[config.mk]
export PLATFORM = sky130hd
export DESIGN_NAME = mem_port_arbiter
export DESIGN_NICKNAME = d
export VERILOG_FILES = /design/src/rtl/mem_port_arbiter.sv
export SDC_FILE = /design/constraint.sdc
export NUM_CORES = 1
export LEC_CHECK = 0
export CORE_MARGIN = 4
export CORE_UTILIZATION = 40
export CTS_CLUSTER_SIZE = 25
export DETAILED_ROUTE_END_ITERATION = 8
export PLACE_DENSITY = 0.79
export SLEW_MARGIN = 0
export SYNTH_ARGS = -nofsm -noshare
export SYNTH_HDL_FRONTEND = slang
export SYNTH_SLANG_ARGS = --single-unit
[constraint.sdc]
create_clock -name clk -period 5.7 [get_ports clk]
set_clock_uncertainty 0.05 [all_clocks]
set_input_delay 0.855 -clock clk [delete_from_list [all_inputs] [get_ports clk]]
set_output_delay 0.855 -clock clk [all_outputs]
set_load 0.02 [all_outputs]
[src/rtl/mem_port_arbiter.sv]
// mem_port_arbiter: shares one memory port between MMU, DBUS and IBUS, one transaction at a time
module mem_port_arbiter #(
  parameter int MEM_AW     = 14,
  parameter int STARVE_LIM = 4,
  parameter int TMO_LIM    = 64
) (
  input  logic              clk,
  input  logic              rst_n,
  input  logic              ib_req,
  input  logic [31:0]       ib_addr,
  output logic              ib_ack,
  output logic [31:0]       ib_rdata,
  input  logic              mmu_req,
  input  logic [31:0]       mmu_addr,
  output logic              mmu_ack,
  output logic [31:0]       mmu_rdata,
  input  logic              db_cyc,
  input  logic              db_we,
  input  logic [31:0]       db_addr,
  input  logic [3:0]        db_sel,
  input  logic [31:0]       db_wdata,
  output logic              db_ack,
  output logic              db_err,
  output logic [31:0]       db_rdata,
  output logic              mem_req,
  output logic              mem_we,
  output logic [MEM_AW-1:0] mem_addr,
  output logic [3:0]        mem_sel,
  output logic [31:0]       mem_wdata,
  input  logic              mem_ack,
  input  logic [31:0]       mem_rdata
);
  localparam logic [1:0] IDLE = 2'd0, ISSUE = 2'd1, WAIT = 2'd2, RESP = 2'd3;
  localparam logic [1:0] OWN_IB = 2'd0, OWN_MMU = 2'd1, OWN_DB = 2'd2;
  localparam int SW = $clog2(STARVE_LIM + 1);
  localparam int TW = $clog2(TMO_LIM + 1);
  localparam logic [SW-1:0] STARVE_MAX = SW'(STARVE_LIM);
  localparam logic [TW-1:0] TMO_END = TW'(TMO_LIM - 1);
  logic [1:0]    state, owner, win;
  logic [SW-1:0] starve_cnt;
  logic [TW-1:0] tmo_cnt;
  logic          we_q, err_q, any_req;
  logic [31:0]   win_addr, rd_val;
  logic          unused_addr_bits;
  // winner of an IDLE-cycle grant and the data a completing transaction returns
  always_comb begin
    any_req  = ib_req | mmu_req | db_cyc;
    win      = mmu_req ? OWN_MMU : (ib_req && starve_cnt >= STARVE_MAX) ? OWN_IB : db_cyc ? OWN_DB : OWN_IB;
    win_addr = (win == OWN_MMU) ? mmu_addr : (win == OWN_DB) ? db_addr : ib_addr;
    rd_val   = (mem_ack && !we_q) ? mem_rdata : 32'd0;
  end
  assign unused_addr_bits = ^{win_addr[31:MEM_AW+2], win_addr[1:0]};
  assign mem_req = (state == ISSUE);
  assign mem_we  = mem_req & we_q;
  assign ib_ack  = (state == RESP) && (owner == OWN_IB);
  assign mmu_ack = (state == RESP) && (owner == OWN_MMU);
  assign db_ack  = (state == RESP) && (owner == OWN_DB);
  assign db_err  = db_ack & err_q;
  // transaction sequencing, command latch and per-port response capture
  always_ff @(posedge clk or negedge rst_n) begin
    if (!rst_n) begin
      state     <= IDLE;
      owner     <= OWN_IB;
      we_q      <= 1'b0;
      err_q     <= 1'b0;
      tmo_cnt   <= '0;
      mem_addr  <= '0;
      mem_sel   <= '0;
      mem_wdata <= '0;
      ib_rdata  <= '0;
      mmu_rdata <= '0;
      db_rdata  <= '0;
    end else begin
      case (state)
        IDLE: if (any_req) begin
          state     <= ISSUE;
          owner     <= win;
          we_q      <= (win == OWN_DB) && db_we;
          mem_addr  <= win_addr[MEM_AW+1:2];
          mem_sel   <= (win == OWN_DB) ? db_sel : 4'hF;
          mem_wdata <= (win == OWN_DB) ? db_wdata : 32'd0;
        end
        ISSUE: begin
          state   <= WAIT;
          tmo_cnt <= '0;
          err_q   <= 1'b0;
        end
        WAIT: if (mem_ack || tmo_cnt == TMO_END) begin
          state <= RESP;
          err_q <= !mem_ack;
          if (owner == OWN_IB) ib_rdata <= rd_val;
          if (owner == OWN_MMU) mmu_rdata <= rd_val;
          if (owner == OWN_DB) db_rdata <= rd_val;
        end else tmo_cnt <= tmo_cnt + TW'(1);
        default: state <= IDLE;
      endcase
    end
  end
  // count IDLE grants that bypass a waiting IBUS request
  always_ff @(posedge clk or negedge rst_n) begin
    if (!rst_n) starve_cnt <= '0;
    else if (!ib_req) starve_cnt <= '0;
    else if (state == IDLE && any_req)
      starve_cnt <= (win == OWN_IB) ? '0 : (starve_cnt < STARVE_MAX) ? starve_cnt + SW'(1) : starve_cnt;
  end
endmodule

# ---- Yosys cells after proc, flatten, opt, wreduce, memory -nomap -nowiden
# Index checks and enable logic that the tools add are counted.
dict set report op_classes {
  order_cmp 2
  muxes 19
  bitwise_logic 4
  add_sub_neg 2
  n_reduce_logical 22
  eq_ne 13
}
# operator n
set ops {}
lappend ops {{32-bit 2-to-1 mux} 2}
lappend ops {{16-bit 2-to-1 mux} 2}
lappend ops {{7-bit case mux with 2 select lines} 1}
lappend ops {{3-bit 2-to-1 mux} 4}
lappend ops {{2-bit 2-to-1 mux} 5}
lappend ops {{2-bit AND reduction} 5}
lappend ops {{3-bit AND reduction} 3}
lappend ops {{2-bit == test (second input constant)} 4}
lappend ops {{7-bit by 1-bit adder with 7-bit output (second input constant)} 1}
lappend ops {{7-bit by 6-bit == test with 1-bit output (second input constant)} 1}
lappend ops {{1-bit logical AND} 7}
lappend ops {{7-bit 2-to-1 mux} 1}
lappend ops {{2-bit by 1-bit == test with 1-bit output (second input constant)} 3}
lappend ops {{2-bit zero test} 3}
lappend ops {{2-bit inequality test (second input constant)} 3}
lappend ops {{2-bit case mux with 3 select lines} 1}
lappend ops {{4-bit 2-to-1 mux} 1}
lappend ops {{3-bit by 1-bit adder with 3-bit output (second input constant)} 1}
lappend ops {{3-bit greater-or-equal comparator (second input constant)} 1}
lappend ops {{3-bit less-than comparator (second input constant)} 1}
lappend ops {{3-bit by 1-bit inequality test with 1-bit output (second input constant)} 1}
lappend ops {{1-bit AND} 2}
lappend ops {{1-bit zero test} 2}
lappend ops {{2-bit by 1-bit inequality test with 1-bit output (second input constant)} 1}
lappend ops {{5 further kinds} 6}
dict set report word_totals {
  ff_bits 162
  in_bits 171
  wordCells 74
}

# ---- Depth between registers and ports, before layout
# Gate-level depths: netlist of the first run.
dict set report depth {
  depth_word 8
  ltp_mapped 8
  depth_no_buf 6
}

# ---- Worst setup path after synthesis of the first run
# No wires, ideal clock.
dict set report synth_timing {
  path_kind {reg-to-output}
  start {register state[0]}
  end {output db_err}
  path_stages_with_launch 5
  path_slack_ns 3.602
  t_arrival_ns 1.193
  required_ns 4.795
  path_cell_list {dfrtp_1 -> ha_1 -> nand2_1 -> nor2_1 -> and2_1}
}
dict set report synth_via {
  elab_chain_len 3
}
# item line_no
set synth_lines {}
lappend synth_lines {{from (decl)} 39} ;# logic [1:0] state, owner, win;
lappend synth_lines {{from (signal assigned)} 62} ;# state <= IDLE;
lappend synth_lines {{from (signal assigned)} 76} ;# state <= ISSUE;
lappend synth_lines {{from (signal assigned)} 84} ;# state <= WAIT;
lappend synth_lines {{2-bit == test} 57} ;# assign db_ack = (state == RESP) && (owner == OWN_DB);
lappend synth_lines {{1-bit logical AND} 57}
lappend synth_lines {{via db_ack} 22} ;# output logic db_ack,
lappend synth_lines {{1-bit AND} 58} ;# assign db_err = db_ack & err_q;
lappend synth_lines {{to (decl)} 23} ;# output logic db_err,
# The timed path passes the listed nets, and every way through them passes these cells.

# ---- Worst setup path in the final report of the first run
dict set report layout_timing {
  start {input mmu_req}
  end {register mem_addr[5]}
}
dict set report layout_via {
  elab_chain_len 4
}
# item line_no
set layout_lines {}
lappend layout_lines {{from (decl)} 13} ;# input logic mmu_req,
lappend layout_lines {{2-bit 2-to-1 mux} 48} ;# win = mmu_req ? OWN_MMU : (ib_req && starve_cnt >= STARVE_MAX) ? OWN_IB : db_cyc ? OWN_DB : OWN_IB;
lappend layout_lines {{2-bit == test} 49} ;# win_addr = (win == OWN_MMU) ? mmu_addr : (win == OWN_DB) ? db_addr : ib_addr;
lappend layout_lines {{16-bit 2-to-1 mux (2 in series)} 49}
lappend layout_lines {{to (signal assigned)} 79} ;# mem_addr <= win_addr[MEM_AW+1:2];
lappend layout_lines {{to (decl)} 27} ;# output logic [MEM_AW-1:0] mem_addr,
# Parallel ways exist; a longest one is shown, timed or not.
# A chain may end at the register's enable or synchronous reset.

==> results of run 1 <==
==> worst paths after layout <==
kind | start | to | slack, ns
setup / recovery | mmu_req | mem_addr[5] | 2.09
hold / removal | mmu_rdata[1] | mmu_rdata[1] | 0.44
setup reg to reg | state[0] | ib_rdata[29] | 3.04
hold reg to reg | mmu_rdata[1] | mmu_rdata[1] | 0.44
max in group asynchronous | rst_n | mmu_rdata[0] | 3.71
min in group asynchronous | rst_n | db_rdata[22] | 0.46
==> layout by cell type (no fill, tap or decap), types with 6 or more instances in the layout <==
cell type / instances
dfrtp_1: 162
clkbuf_16: 17
a32o_1: 96
a21oi_1: 21
a22oi_1: 8
o31ai_1: 7
o21ai_0: 11
a22o_1: 34
mux2i_1: 7
nand2_1: 10
nor2_1: 7
clkdlybuf4s50_1: 267
and3_1: 7
buf_4: 7
nor3b_1: 9
ha_1: 6
==> where the power goes <==
| part | total (mW) | switching, mW | internal (mW) |
|---|---|---|---|
| Combinational | 2.82 | 1.43 | 1.39 |
| Sequential | 2.00 | 0.330 | 1.67 |
| Clock | 1.14 | 0.477 | 0.665 |
==> registers in the layout, summed over array words and instances (netlist names) <==
| name | flops |
|---|---|
| db_rdata | 32 |
| err_q | 1 |
| ib_rdata | 32 |
| mem_addr | 14 |
| mem_sel | 4 |
| mem_wdata | 32 |
| mmu_rdata | 32 |
| owner | 2 |
| starve_cnt | 3 |
| state | 2 |
| tmo_cnt | 7 |
| we_q | 1 |
==> worst max-delay path, stage by stage <==
cell and delay, ns:
clkdlybuf4s50_1 0.96, nor3_1 0.67, nand2b_2 0.99, a22oi_1 0.22
o21ai_0 0.13
==> cells in the mapped netlist, drive strengths merged <==
cell / number / area (sq um)
a311oi: 1 / 8.76
a22o: 34 / 298
o211ai: 2 / 15.0
clkbuf: 30 / 173
o31ai: 7 / 52.6
mux2i: 7 / 70.1
nor2b: 4 / 27.5
nand2b: 2 / 12.5
ha: 6 / 75.1
nand2: 10 / 37.5
a211oi: 3 / 22.5
a31oi: 4 / 25.0
and4: 1 / 8.76
mux2: 1 / 11.3
and3: 9 / 62.6
buf: 20 / 165
or3: 1 / 7.51
nand3: 3 / 15.0
o22a: 5 / 43.8
a32o: 96 / 961
a22oi: 8 / 60.1
dfrtp: 162 / 4050
a21oi: 21 / 105
nor3: 2 / 10.0
a21boi: 1 / 7.51
nor2: 8 / 37.5
and2: 3 / 18.8
a2bb2oi: 1 / 15.0
inv: 5 / 18.8
a21o: 1 / 8.76
o21ai: 14 / 104
nor3b: 11 / 98.8
and3b: 3 / 26.3
==> cells by family (layout without fill, tap and decap cells) <==
family	Yosys count	in the layout	synth area share, %
AO/OA/AOI/OAI	198	198	25.9
adder cells (fa/ha/maj)	6	6	1.13
buffers and inverters	55	312	5.36
flip-flops	162	162	60.9
multiplexers	8	8	1.22
other	0	1	0
AND/OR/NAND/NOR	57	57	5.45
==> cell type report <==
| type | instances | area, sq um |
|---|---|---|
| antenna | 1 | 2.50 |
| clock buffer | 19 | 443 |
| clock inverter | 13 | 148 |
| fill | 1218 | 6190 |
| inverter | 5 | 18.8 |
| multi-input combinational | 269 | 2250 |
| sequential | 162 | 4050 |
| tap | 216 | 270 |
| timing repair buffer | 275 | 2740 |
==> routing by layer <==
layer | wire length (um) | global-route usage, %
met5 | 0 | 0
met4 | 373 | 8.15
met3 | 2320 | 8.42
met2 | 9730 | 35.3
met1 | 7410 | 24.3
==> impl_metrics.env, run 1 <==
export IMPL_status="completed"
export IMPL_syn_area_sq_um=6660
export IMPL_synth_warnings=0
export IMPL_synth_distinct_cells=45
export IMPL_cts_root_buf="clkbuf_16"
export IMPL_drt_pass1_iter_count=6
export IMPL_gp_congestion=0.826
export IMPL_worstPathRequired_ns=5.96
export IMPL_hp_class="flop to flop"
export IMPL_powerDensity_nw_per_um2=601
export IMPL_ys_seq_elements=162
export IMPL_clkSinkCount=162
export IMPL_slew_viol_final=0
export IMPL_ios=323
export IMPL_ys_seq_area_share_pct=60.9
export IMPL_rsz0062_at_grt="false"
export IMPL_power_mw=5.96
export IMPL_die_area_sq_um=18800
export IMPL_drive_above_1_share_pct=7.00
export IMPL_syn_inst=486
export IMPL_hold_ws_ns=0.439
export IMPL_nets=907
export IMPL_postLayoutCoreUtil_pct=61.6
export IMPL_period_share_pct=63.3
export IMPL_rows=46
export IMPL_min_period_ns=3.61
export IMPL_grt_start_max_net_pins=96
export IMPL_fin_ws_ns=2.09
export IMPL_clk_pin_slew_ns=0.06
export IMPL_grt_usage_pct=21.1
export IMPL_cts_made_buffers=17
export IMPL_die_y_um=137
export IMPL_slew_headroom_pct=22.0
export IMPL_post_cts_resized=0
export IMPL_wl_um=19800
export IMPL_drc=0
export IMPL_synth_fp_nets=663
export IMPL_pre_cts_slack_ns=1.67
export IMPL_worst_setup_path_type="input pin to flop"
export IMPL_tns_ns=0
export IMPL_setup_violations_final=0
export IMPL_clock_latency_ns=0.42
export IMPL_core_sq_um=16100
export IMPL_max_cap_violations=0
export IMPL_cts_hold_buffers=0
export IMPL_start_util_pct=41.3
export IMPL_worstPathMaxFanout=63
export IMPL_cts_tree="built"
export IMPL_drt_iter0_markers=267
export IMPL_cp_end_kind="flop"
export IMPL_grt_pass1_vias=5794
export IMPL_overflow=0
export IMPL_critPathLaunchType="input pin"
export IMPL_cts_buffer_depth=2
export IMPL_min_path_cells=1
export IMPL_instances_no_fill=960
export IMPL_ant_nets=0
export IMPL_clock_fmax_mhz=277
export IMPL_placed_cells=927
export IMPL_final_hold_viol_count=0
export IMPL_wire_per_inst_um=20.7
export IMPL_peakVddDrop_mv=0.309
export IMPL_die_width_um=137
export IMPL_cts_setup_buffers=0
export IMPL_ctsHtreeMaxLevel=4
export IMPL_grt_pass1_wl_um=30700
export IMPL_tightest_slew_ns=1.17
export IMPL_area_growth_pct=49.1
export IMPL_p_leak_nw=4.14
export IMPL_placed_cell_area_sq_um=9330
export IMPL_reg2regPathDepth=6
export IMPL_vias=5501
export IMPL_arrival_ns=3.87
export IMPL_via_per_inst=5.73
export IMPL_antenna_found_initial=1
export IMPL_syn_avg_cell_area_sq_um=13.7
export IMPL_finish_instance_area_sq_um=9930
export IMPL_dp_hpwl_um=13600
export IMPL_port_buffers=268
No activity file was read; power rests on OpenSTA's default activity.
==> inputs of run 2 (changes only) <==
==> constraint.sdc (replaced) <==
create_clock -name clk -period 3.8 [get_ports clk]
set_clock_uncertainty 0.05 [all_clocks]
set_input_delay 0.57 -clock clk [delete_from_list [all_inputs] [get_ports clk]]
set_output_delay 0.57 -clock clk [all_outputs]
set_load 0.02 [all_outputs]
==> run 2 against run 1 <==
  * Register-to-register slack got worse by 1.8 ns
  * Design area increased by 0.50%
  * Sequential share of layout area decreased by 0.20 points
  * Clock power increased by 46%
  * Die area unchanged
  * Count of clock-buffer cells in the layout unchanged
  * Final cell count increased by 0.52%
  * Flip-flop and latch count unchanged
  * Worst hold slack got worse by 0.28 ns
  * Via count increased by 0.27%
  * Worst setup slack got worse by 0.88 ns
  * Critical path type is now flop to flop
  * Largest power group unchanged
  * Highest routed layer unchanged
==> impl_metrics.env, run 2 (synthesis results as in run 1) <==
export IMPL_slowest_delay_ns=0.52
export IMPL_cts_buffer_depth=2
export IMPL_reg2regPathDepth=6
export IMPL_status="completed"
export IMPL_cp_cell_sequence="inv_1, ha_1, and3b_1, buf_4, o21ai_4, a32o_1"
export IMPL_worstPathRequired_ns=4.04
export IMPL_final_hold_viol_count=0
export IMPL_slew_headroom_pct=31.5
export IMPL_clk_pin_slew_ns=0.06
export IMPL_clock_latency_ns=0.41
export IMPL_drc=0
export IMPL_arrival_ns=2.83
export IMPL_start_util_pct=41.3
export IMPL_die_area_sq_um=18800
export IMPL_ctsHtreeMaxLevel=4
export IMPL_dp_hpwl_um=14000
export IMPL_pre_cts_slack_ns=0.948
export IMPL_vias=5516
export IMPL_cp_end_kind="flop"
export IMPL_wl_um=20100
export IMPL_core_sq_um=16100
export IMPL_cts_made_buffers=17
export IMPL_max_cap_violations=0
export IMPL_area_growth_pct=49.9
export IMPL_peakVddDrop_mv=0.497
export IMPL_via_per_inst=5.72
export IMPL_rows=46
export IMPL_p_leak_nw=4.16
export IMPL_drt_iter0_markers=246
export IMPL_post_cts_resized=0
export IMPL_grt_usage_pct=21.3
export IMPL_slew_viol_final=0
export IMPL_min_period_ns=2.58
export IMPL_drt_pass1_iter_count=4
export IMPL_cts_setup_buffers=0
export IMPL_wire_per_inst_um=20.8
export IMPL_die_y_um=137
export IMPL_worstPathMaxFanout=33
export IMPL_overflow=0
export IMPL_powerDensity_nw_per_um2=896
export IMPL_period_share_pct=68.0
export IMPL_critPathSlowestCell="ha_1"
export IMPL_ant_nets=0
export IMPL_postLayoutCoreUtil_pct=61.9
export IMPL_worst_setup_path_type="flop to flop"
export IMPL_clock_fmax_mhz=387
export IMPL_grt_pass1_wl_um=31200
export IMPL_tightest_slew_ns=1.02
export IMPL_rsz0062_at_grt="false"
export IMPL_cts_hold_buffers=0
export IMPL_cts_root_buf="clkbuf_16"
export IMPL_gp_congestion=0.821
export IMPL_finish_instance_area_sq_um=9980
export IMPL_tns_ns=0
export IMPL_setup_violations_final=0
export IMPL_die_width_um=137
export IMPL_hp_class="input pin to async pin"
export IMPL_drive_above_1_share_pct=7.75
export IMPL_antenna_found_initial=1
export IMPL_port_buffers=268
export IMPL_layout_common_cells="267 x clkdlybuf4s50_1, 162 x dfrtp_1, 96 x a32o_1, 34 x a22o_1, 21 x a21oi_1"
export IMPL_ios=323
export IMPL_cts_tree="built"
export IMPL_critPathLaunchType="flop"
export IMPL_fin_ws_ns=1.22
export IMPL_clkSinkCount=162
export IMPL_nets=912
export IMPL_grt_pass1_vias=5837
export IMPL_layout_commonest_cell="clkdlybuf4s50_1"
export IMPL_placed_cell_area_sq_um=9400
export IMPL_grt_start_max_net_pins=89
run 2: changes by cell type in the layout (fill, tap and decap cells not counted), moves of 2 or more:
cell / change
clkinvlp_4: +3
buf_4: +3
clkinv_4: -2
buf_12: +2
run 2: final timing paths:
path                              startpoint       endpoint  slack, ns
worst max-delay path                state[0]    db_rdata[3]       1.22
worst min-delay path                   rst_n  mmu_rdata[30]       0.16
worst max register to register      state[0]    db_rdata[3]       1.22
worst min register to register  mmu_rdata[2]   mmu_rdata[2]       0.44
max in group asynchronous              rst_n  mmu_rdata[19]       2.72
min in group clk                mmu_rdata[2]   mmu_rdata[2]       0.44
run 2: layout make-up:
cell class,instances,area [sq um]
Fill cell,1224,6140
Sequential cell,162,4050
Timing Repair Buffer,280,2800
Multi-Input combinational cell,269,2250
Clock buffer,19,453
Tap cell,216,270
Clock inverter,13,125
Inverter,5,18.8
Antenna cell,1,2.50
run 2: worst max-delay path, delay by kind of cell (launching register included):
kind,cells,cell delay [ns]
DFF,1,0.42
AOI/OAI and AO/OA,2,0.71
buffers and inverters,2,0.50
adders and majority gates,1,0.52
and+or+nand+nor,1,0.23
run 2: per-layer routing:
layer | share of wire [%] | vias to the layer above | global-route usage [%]
met5 | 0 | - | 0
met4 | 1.5 | 0 | 6.54
met3 | 11 | 19 | 7.39
met2 | 49 | 322 | 35.9
met1 | 38 | 2740 | 25.8
li1 | - | 2435 | -
run 2: through the flow:
stage                     cells  power, mW  hold WS, ns
after CTS                   964       9.02        0.184
after global routing        965       9.42        0.207
after floorplan             486       5.24        0.224
after detailed placement    932       7.33        0.429
final                       965       8.94        0.158
after global placement      932       7.19        0.424
run 2: where the power goes:
group          internal (mW)  switching (mW)
logic                   2.11            2.15
registers               2.51           0.512
clock network          0.948           0.709
total                   5.57            3.37
